==> config.mk <==
export PLATFORM = sky130hd
export DESIGN_NAME = led_refresh_scheduler
export DESIGN_NICKNAME = d
export VERILOG_FILES = /design/src/rtl/led_refresh_scheduler.sv
export SDC_FILE = /design/constraint.sdc
export NUM_CORES = 1
export LEC_CHECK = 0
export CAP_MARGIN = 20
export CORE_UTILIZATION = 56
export CTS_CLUSTER_DIAMETER = 60
export DETAILED_ROUTE_END_ITERATION = 16
export PLACE_DENSITY = 0.85
export SETUP_SLACK_MARGIN = 0.5
export SKIP_LAST_GASP = 1
export SLEW_MARGIN = 15
export SYNTH_ARGS = -nofsm -noshare
export SYNTH_HDL_FRONTEND = slang
export SYNTH_SLANG_ARGS = --single-unit
==> constraint.sdc <==
create_clock -name sys_clk -period 9.1 [get_ports sys_clk]
set_input_delay 1.82 -clock sys_clk [delete_from_list [all_inputs] [get_ports sys_clk]]
set_output_delay 1.82 -clock sys_clk [all_outputs]
set_load 0.03 [all_outputs]
==> src/rtl/led_refresh_scheduler.sv <==
// Frame refresh sequencer: reads each LED's GRB word from the colour RAM, hands it
// round-robin to the per-strip serializers, waits for them to drain, then holds the latch gap.
module led_refresh_scheduler #(
  parameter int NUM_STRIPS     = 4,
  parameter int LEDS_PER_STRIP = 30,
  parameter int ADDR_W         = 8,
  parameter int LATCH_CYCLES   = 6000
) (
  input  logic                  sys_clk,
  input  logic                  rst_n,
  input  logic                  enable,
  input  logic                  frame_done,
  output logic                  ram_rd_en,
  output logic [ADDR_W-1:0]     ram_addr,
  input  logic [23:0]           ram_rd_data,
  output logic [23:0]           pix_data,
  output logic [NUM_STRIPS-1:0] pix_valid,
  input  logic [NUM_STRIPS-1:0] pix_ready,
  input  logic [NUM_STRIPS-1:0] strip_busy,
  output logic                  busy,
  output logic                  latch_active,
  output logic                  frame_ack,
  output logic                  frame_skipped,
  output logic [2:0]            state_dbg
);

  localparam int SW = (NUM_STRIPS > 1) ? $clog2(NUM_STRIPS) : 1;
  localparam int CW = $clog2(LEDS_PER_STRIP + 1);
  localparam int LW = $clog2(LATCH_CYCLES);

  typedef enum logic [2:0] {
    S_IDLE, S_SELECT, S_READ, S_WAIT_DATA, S_OFFER, S_DRAIN, S_LATCH
  } state_t;

  state_t          state, next_state;
  logic [CW-1:0]   cnt [NUM_STRIPS];
  logic [SW-1:0]   rr_ptr, sel, pick, pos;
  logic [LW-1:0]   lat_cnt;
  logic [NUM_STRIPS-1:0] elig;
  logic            found, last_led;

  assign state_dbg = state;

  // Eligibility, round-robin pick starting at rr_ptr, and "this handshake ends the frame".
  always_comb begin
    found    = 1'b0;
    pick     = '0;
    pos      = '0;
    elig     = '0;
    last_led = 1'b1;
    for (int s = 0; s < NUM_STRIPS; s++) begin
      elig[s] = pix_ready[s] && (cnt[s] < CW'(LEDS_PER_STRIP));
      if (SW'(s) == sel) begin
        if (cnt[s] != CW'(LEDS_PER_STRIP - 1)) last_led = 1'b0;
      end else if (cnt[s] != CW'(LEDS_PER_STRIP)) begin
        last_led = 1'b0;
      end
    end
    for (int i = 0; i < NUM_STRIPS; i++) begin
      pos = (int'(rr_ptr) + i >= NUM_STRIPS) ? SW'(int'(rr_ptr) + i - NUM_STRIPS)
                                              : SW'(int'(rr_ptr) + i);
      if (!found && elig[pos]) begin
        found = 1'b1;
        pick  = pos;
      end
    end
  end

  // Handshake: a word moves when pix_valid[s] and pix_ready[s] are both high on a rising
  // edge; once raised, pix_valid[s] holds with pix_data stable until that edge.
  always_comb begin
    next_state = state;
    case (state)
      S_IDLE:      if (frame_done && enable) next_state = S_SELECT;
      S_SELECT:    if (found) next_state = S_READ;
      S_READ:      next_state = S_WAIT_DATA;
      S_WAIT_DATA: next_state = S_OFFER;
      S_OFFER:     if (pix_ready[sel]) next_state = last_led ? S_DRAIN : S_SELECT;
      S_DRAIN:     if (strip_busy == '0) next_state = S_LATCH;
      S_LATCH:     if (lat_cnt == LW'(LATCH_CYCLES - 1)) next_state = S_IDLE;
      default:     next_state = S_IDLE;
    endcase
  end

  always_ff @(posedge sys_clk or negedge rst_n) begin
    if (!rst_n) begin
      state         <= S_IDLE;
      ram_rd_en     <= 1'b0;
      ram_addr      <= '0;
      pix_data      <= '0;
      pix_valid     <= '0;
      busy          <= 1'b0;
      latch_active  <= 1'b0;
      frame_ack     <= 1'b0;
      frame_skipped <= 1'b0;
      rr_ptr        <= '0;
      sel           <= '0;
      lat_cnt       <= '0;
      for (int s = 0; s < NUM_STRIPS; s++) cnt[s] <= '0;
    end else begin
      state         <= next_state;
      ram_rd_en     <= (next_state == S_READ);
      busy          <= (next_state != S_IDLE);
      latch_active  <= (next_state == S_LATCH);
      frame_ack     <= (state == S_LATCH) && (next_state == S_IDLE);
      frame_skipped <= frame_done && (state != S_IDLE);
      pix_valid     <= (next_state == S_OFFER) ? (NUM_STRIPS'(1) << sel) : '0;
      case (state)
        S_IDLE: begin
          if (next_state == S_SELECT) begin
            rr_ptr <= '0;
            for (int s = 0; s < NUM_STRIPS; s++) cnt[s] <= '0;
          end
        end
        S_SELECT: begin
          if (found) begin
            sel      <= pick;
            ram_addr <= ADDR_W'(int'(pick) * LEDS_PER_STRIP + int'(cnt[pick]));
          end
        end
        S_WAIT_DATA: pix_data <= ram_rd_data;
        S_OFFER: begin
          if (pix_ready[sel]) begin
            if (cnt[sel] != CW'(LEDS_PER_STRIP)) cnt[sel] <= cnt[sel] + CW'(1);
            rr_ptr <= (sel == SW'(NUM_STRIPS - 1)) ? '0 : sel + SW'(1);
          end
        end
        S_DRAIN: lat_cnt <= '0;
        S_LATCH: lat_cnt <= lat_cnt + LW'(1);
        default: ;
      endcase
    end
  end

endmodule

# Yosys cells after proc, flatten, opt, wreduce, memory -nomap -nowiden
# Cells that the tools add are included.
classes:
  add_sub_neg: 11
  mul: 1
  n_div: 0
  order_cmp: 16
  n_eq_ne: 27
  shift: 1
  n_mux: 60
  n_bitwise: 2
  n_reduce_logical: 25
ops:
  columns: ["op", "n"]
  rows:
  - ["2-to-1 mux 20 bit", 3]
  - ["inequality test 5 bit, second input constant", 9]
  - ["case mux 20 bit (2 select lines)", 1]
  - ["case mux 13 bit (2 select lines)", 1]
  - ["2-to-1 mux 5 bit", 5]
  - ["2-to-1 mux 2 bit", 11]
  - ["2-to-1 mux 1 bit", 21]
  - ["case mux 3 bit (7 select lines)", 1]
  - ["binary-select mux 5 bit (select 2 bit)", 2]
  - ["bitwise mux 20 bit", 1]
  - ["< comparator 5 bit, second input constant", 4]
  - ["2-to-1 mux 3 bit", 6]
  - ["equality test 3 bit, second input constant", 5]
  - ["greater-or-equal comparator 3 bit, second input constant", 5]
  - ["< comparator 2 x 3 -> 1 bit, second input constant", 5]
  - ["adder 13 x 1 -> 13 bit, second input constant", 1]
  - ["equality test 13 bit, second input constant", 1]
  - ["logical AND 1 bit", 11]
  - ["binary-select mux 1 bit (select 2 bit)", 5]
  - ["demux 5 bit (select 2 bit)", 1]
  - ["equality test 3 x 2 -> 1 bit, second input constant", 3]
  - ["adder 7 x 5 -> 8 bit", 1]
  - ["subtractor 2 x 1 -> 2 bit, second input constant", 4]
  - ["adder 2 x 2 -> 3 bit, second input constant", 2]
  - ["other kinds (24)", 34]
word_totals:
  register_bits: 81
  latch_bits: 0
  mem_bits_rw: 0
  romBits: 0
  inputBits: 36
  output_inout_bits: 44
  wordCells: 159
  mem_count: 0

# Longest topological paths before layout
depth:
  ltp_word: 19
  mapped_depth: 14
  ltp_nobuf: 13

# Least setup slack after synthesis
# Ideal clock, no wire load.
synth_path:
  path_kind: "input to register"
  from: "in pix_ready[1]"
  to: "reg ram_addr[6]"
  setup_ns: 0.136
  t_arrival_ns: 4.249
  t_required_ns: 8.964
  slack_ns: 4.715
  path_stages: 13
  path_cell_list: "a22oi_1 nor2_1 a22oi_1 buf_2 inv_1 ha_1 ha_1 a21o_1 a21oi_1 nor2b_1 o21ai_0 xor2_1 o21ai_0"
synth_between:
  elab_chain_cells: 18
synth_lines:
  columns: ["element", "line", "text"]
  rows:
  - ["start: declaration", "18", "input logic [NUM_STRIPS-1:0] pix_ready,"]
  - ["logical AND 1 bit (*)", "52", "elig[s] = pix_ready[s] && (cnt[s] < CW'(LEDS_PER_STRIP));"]
  - ["binary-select mux 1 bit (select 2 bit)", "62", "if (!found && elig[pos]) begin"]
  - ["2-to-1 mux 1 bit (not written as such)", "62", null]
  - ["2-to-1 mux 1 bit", "62", null]
  - ["zero test 1 bit", "62", null]
  - ["logical AND 1 bit", "62", null]
  - ["2-to-1 mux 1 bit", "62", null]
  - ["zero test 1 bit", "62", null]
  - ["logical AND 1 bit", "62", null]
  - ["2-to-1 mux 1 bit", "62", null]
  - ["zero test 1 bit", "62", null]
  - ["logical AND 1 bit", "62", null]
  - ["2-to-1 mux 2 bit (*)", "62", null]
  - ["net pick[0]", "37", "logic [SW-1:0] rr_ptr, sel, pick, pos;"]
  - ["branches (longest 4 deep; another with multiplier 2 x 4 -> 6 bit)", null, null]
  - ["adder 7 x 5 -> 8 bit (*)", "118", "ram_addr <= ADDR_W'(int'(pick) * LEDS_PER_STRIP + int'(cnt[pick]));"]
  - ["end signal: assignment", "118", null]
  - ["end: declaration", "14", "output logic [ADDR_W-1:0] ram_addr,"]
# Mark *: on every way through the listed nets, which the timed path passes. The select of a mux whose other input is x is not followed.
# A chain may end at the register's enable or synchronous reset.

# Worst setup path after layout
layout_path:
  from: "in pix_ready[1]"
  to: "reg ram_addr[5]"
layout_between:
  elab_chain_cells: 18
layout_lines:
  columns: ["element", "line"]
  rows:
  - ["logical AND 1 bit (*)", "52"]
  - ["branches (longest 17 deep; another with binary-select mux 1 bit (select 2 bit))", null]
# Every way passes the cells marked *. The select of a mux whose other input is x is not followed.

==> results.cfg <==
[logic_synthesis]
ys_types = 54
ys_async_sr_fraction_pct = 100
ys.flop_type = dfrtp_1
synth_top_cells_by_area = dfrtp_1 48%, mux2_2 6.5%, a22o_1 4.4%, ha_1 4.2%, mux2i_1 4.1%
synth_compound_area_share_pct = 13.7
synth-simple-area-share_pct = 14.9
ys_warn_count = 0
synth-edff-count = 0
yosysSeqAreaShare_pct = 48.5
synth_area_um2 = 4180
ys_ff_latch = 81
synth.largest_area_cell = dfrtp_1
synth_top_family_by_area = simple AND/OR/NAND/NOR gates
postSynthCellCount = 368
synth_mux_area_share_pct = 13.8
syn-num-nets = 419
synthAdderAreaFrac_pct = 4.67
synth_area_per_cell_um2 = 11.4
synth_top_cell_area_share_pct = 48.5
synth_xor_area_share_pct = 1.47

[global_route]
overflow = 0
antenna_found_initial = 0
first_global_vias = 3204
grt_max_degree = 82
gr-usage-all-layers_pct = 26.3
grt_pass1_wl_um = 15400

[cells_and_area]
regArea_um2 = 2030
fill_cells = 510
final_nets = 494
final_util_pct = 73.3
final_cell_mix = 81 x dfrtp_1, 78 x clkdlybuf4s50_1, 27 x nand2_1
syn2layout_area_growth_pct = 27.2
n_antenna_cell = 0
final_common_cell = dfrtp_1
design_area_um2 = 5320
drive_above_1_share_pct = 15.0
stdcell_count = 547
multi_input_area_um2 = 2030

[place]
gp_congestion = 0.947
post-place-ws_ps = 4160
place.port_buffers = 79
place_area_um2 = 5020
place_inst = 529
dpl.hpwl_um = 6800

[timing]
period_needed_ps = 4610
setup_slack_ps = 4490
setup_violations = 0
finalSetupTns_ps = 0
hold_viol = 0
skew_ps = 13.5
drv_slew = 0
fmax_mhz = 217
slew_headroom_pct = 62.8
fin_crit_sh_pct = 50.7
worstMarginPinSlew_ps = 556
hold_ws_ps = 481
rsz0062_at_grt = false

[route]
routedWlPerCell_um = 17.4
num_vias = 3222
drt_pass1_iterations = 4
drc = 0
drtIter0Drc = 173
drt-total-wl_um = 9530
post_drt_via_cell_ratio = 5.89
antenna_left = 0

[worst_hold_path]
hold_depth = 2
min_path_type = reg2reg

[power]
leakagePower_nw = 2.34
p_clk_share_pct = 20.9
p_switching_mw = 0.630
p_comb_share_pct = 44.7
finalPower_mw = 1.64
seqPwrFrac_pct = 34.4
sw_frac_of_total_pct = 38.5
intPower_mw = 1.01
p_per_area_nw_per_um2 = 308
ir_worst_vdd_v = 0.000112

[clocking]
cts_buffer_depth = 2
clk_pin_slew_ps = 80
cts_setup_buffers = 0
ctsHtreeMaxLevel = 3
cts_buffers = 9
cts_tree = done
clkSinkCount = 81
cts_hold_buf = 0
cts_root_buffer = clkbuf_8
clk_latency_ps = 360
cts_resized = 0

[run_status]
status = completed

[floorplanning]
io_pins = 80
die-area_um2 = 7820
fp.dieW_um = 88.4
initial_core_util_pct = 57.7
rows = 31
die_h_um = 88.4
core_area_um2 = 7250

[worst_setup_path]
crit_fanout = 14
start_kind = input pin
reg2regPathDepth = 13
crit_required_ps = 9330
end_kind = flop
cp.arrival_ps = 4840
path_class = in2reg

[flow_run]
drv_cap = 0
## registers in the layout, indices dropped and copies added (netlist names)
register and cells:
pix_data 24, busy 1, cnt 20, ram_rd_en 1, frame_skipped 1, state_dbg 3, sel 2, lat_cnt 13
pix_valid 4, frame_ack 1, rr_ptr 2, ram_addr 8, latch_active 1
## power by group through the flow
stage / sequential [mW] / clock [mW] / combinational (mW)
2_1_floorplan: 0.700 / 0 / 0.324
3_3_place_gp: 0.561 / 0 / 0.710
3_5_place_dp: 0.569 / 0 / 0.728
4_1_cts: 0.562 / 0.348 / 0.733
5_1_grt: 0.578 / 0.365 / 0.782
6_report: 0.564 / 0.343 / 0.732
## cells in the mapped netlist (5+ instances only)
| cell type | number |
|---|---|
| mux4_2 | 6 |
| nand3b_1 | 6 |
| nor2_1 | 13 |
| buf_2 | 5 |
| nand4_1 | 5 |
| nand2_1 | 27 |
| inv_1 | 13 |
| xor2_1 | 5 |
| dfrtp_1 | 81 |
| a22o_1 | 21 |
| mux2_2 | 24 |
| nand3_1 | 19 |
| clkbuf_1 | 9 |
| mux2i_1 | 17 |
| ha_1 | 14 |
| and2_1 | 11 |
| o21ai_0 | 19 |
| a21oi_1 | 6 |
## metal layers
metal  vias up  wire length (um)  GRT usage [%]
met2       102              4650           43.4
li1       1504                 -              -
met5         -                 0              0
met1      1594              4120           33.8
met4         0               188           9.38
met3        22               562           6.62
## worst max-delay path, cell delays in order
cell	delay (ps)
clkdlybuf4s50_1	520
a22oi_1	380
nor2_1	70
a22oi_1	190
buf_4	250
mux2i_1	220
mux2i_1	100
ha_1	230
fa_1	410
a21o_1	180
a21oi_1	230
xor2_1	160
o21ai_0	80
## cell families (layout without fill, tap and decap cells)
family,Yosys count,count (layout)
AND/OR/NAND/NOR,108,108
buffers and inverters,31,111
XOR/XNOR,7,7
multiplexers,47,47
adder cells (fa/ha/maj),15,15
flip-flops,81,81
AO/OA/AOI/OAI,79,79
## cell type report
type | instances | share of cell area [%]
multi-input cells | 256 | 38.1
well taps | 99 | 2.33
flip-flops and latches | 81 | 38.1
clock inverters | 7 | 2.66
inverters | 13 | 0.917
clock buffers | 9 | 2.33
repair buffers | 82 | 15.5
## path summary, 6_finish.rpt
check	from	endpoint	slack, ps
min in group asynchronous	rst_n	lat_cnt[1]	1410
max in group asynchronous	rst_n	rr_ptr[1]	7090
max reg2reg	cnt[11]	ram_addr[5]	5740
min reg2reg	ram_addr[5]	ram_addr[5]	480
min	ram_addr[5]	ram_addr[5]	480
max	pix_ready[1]	ram_addr[5]	4490
Note: power is estimated with default switching activity, not from simulation.
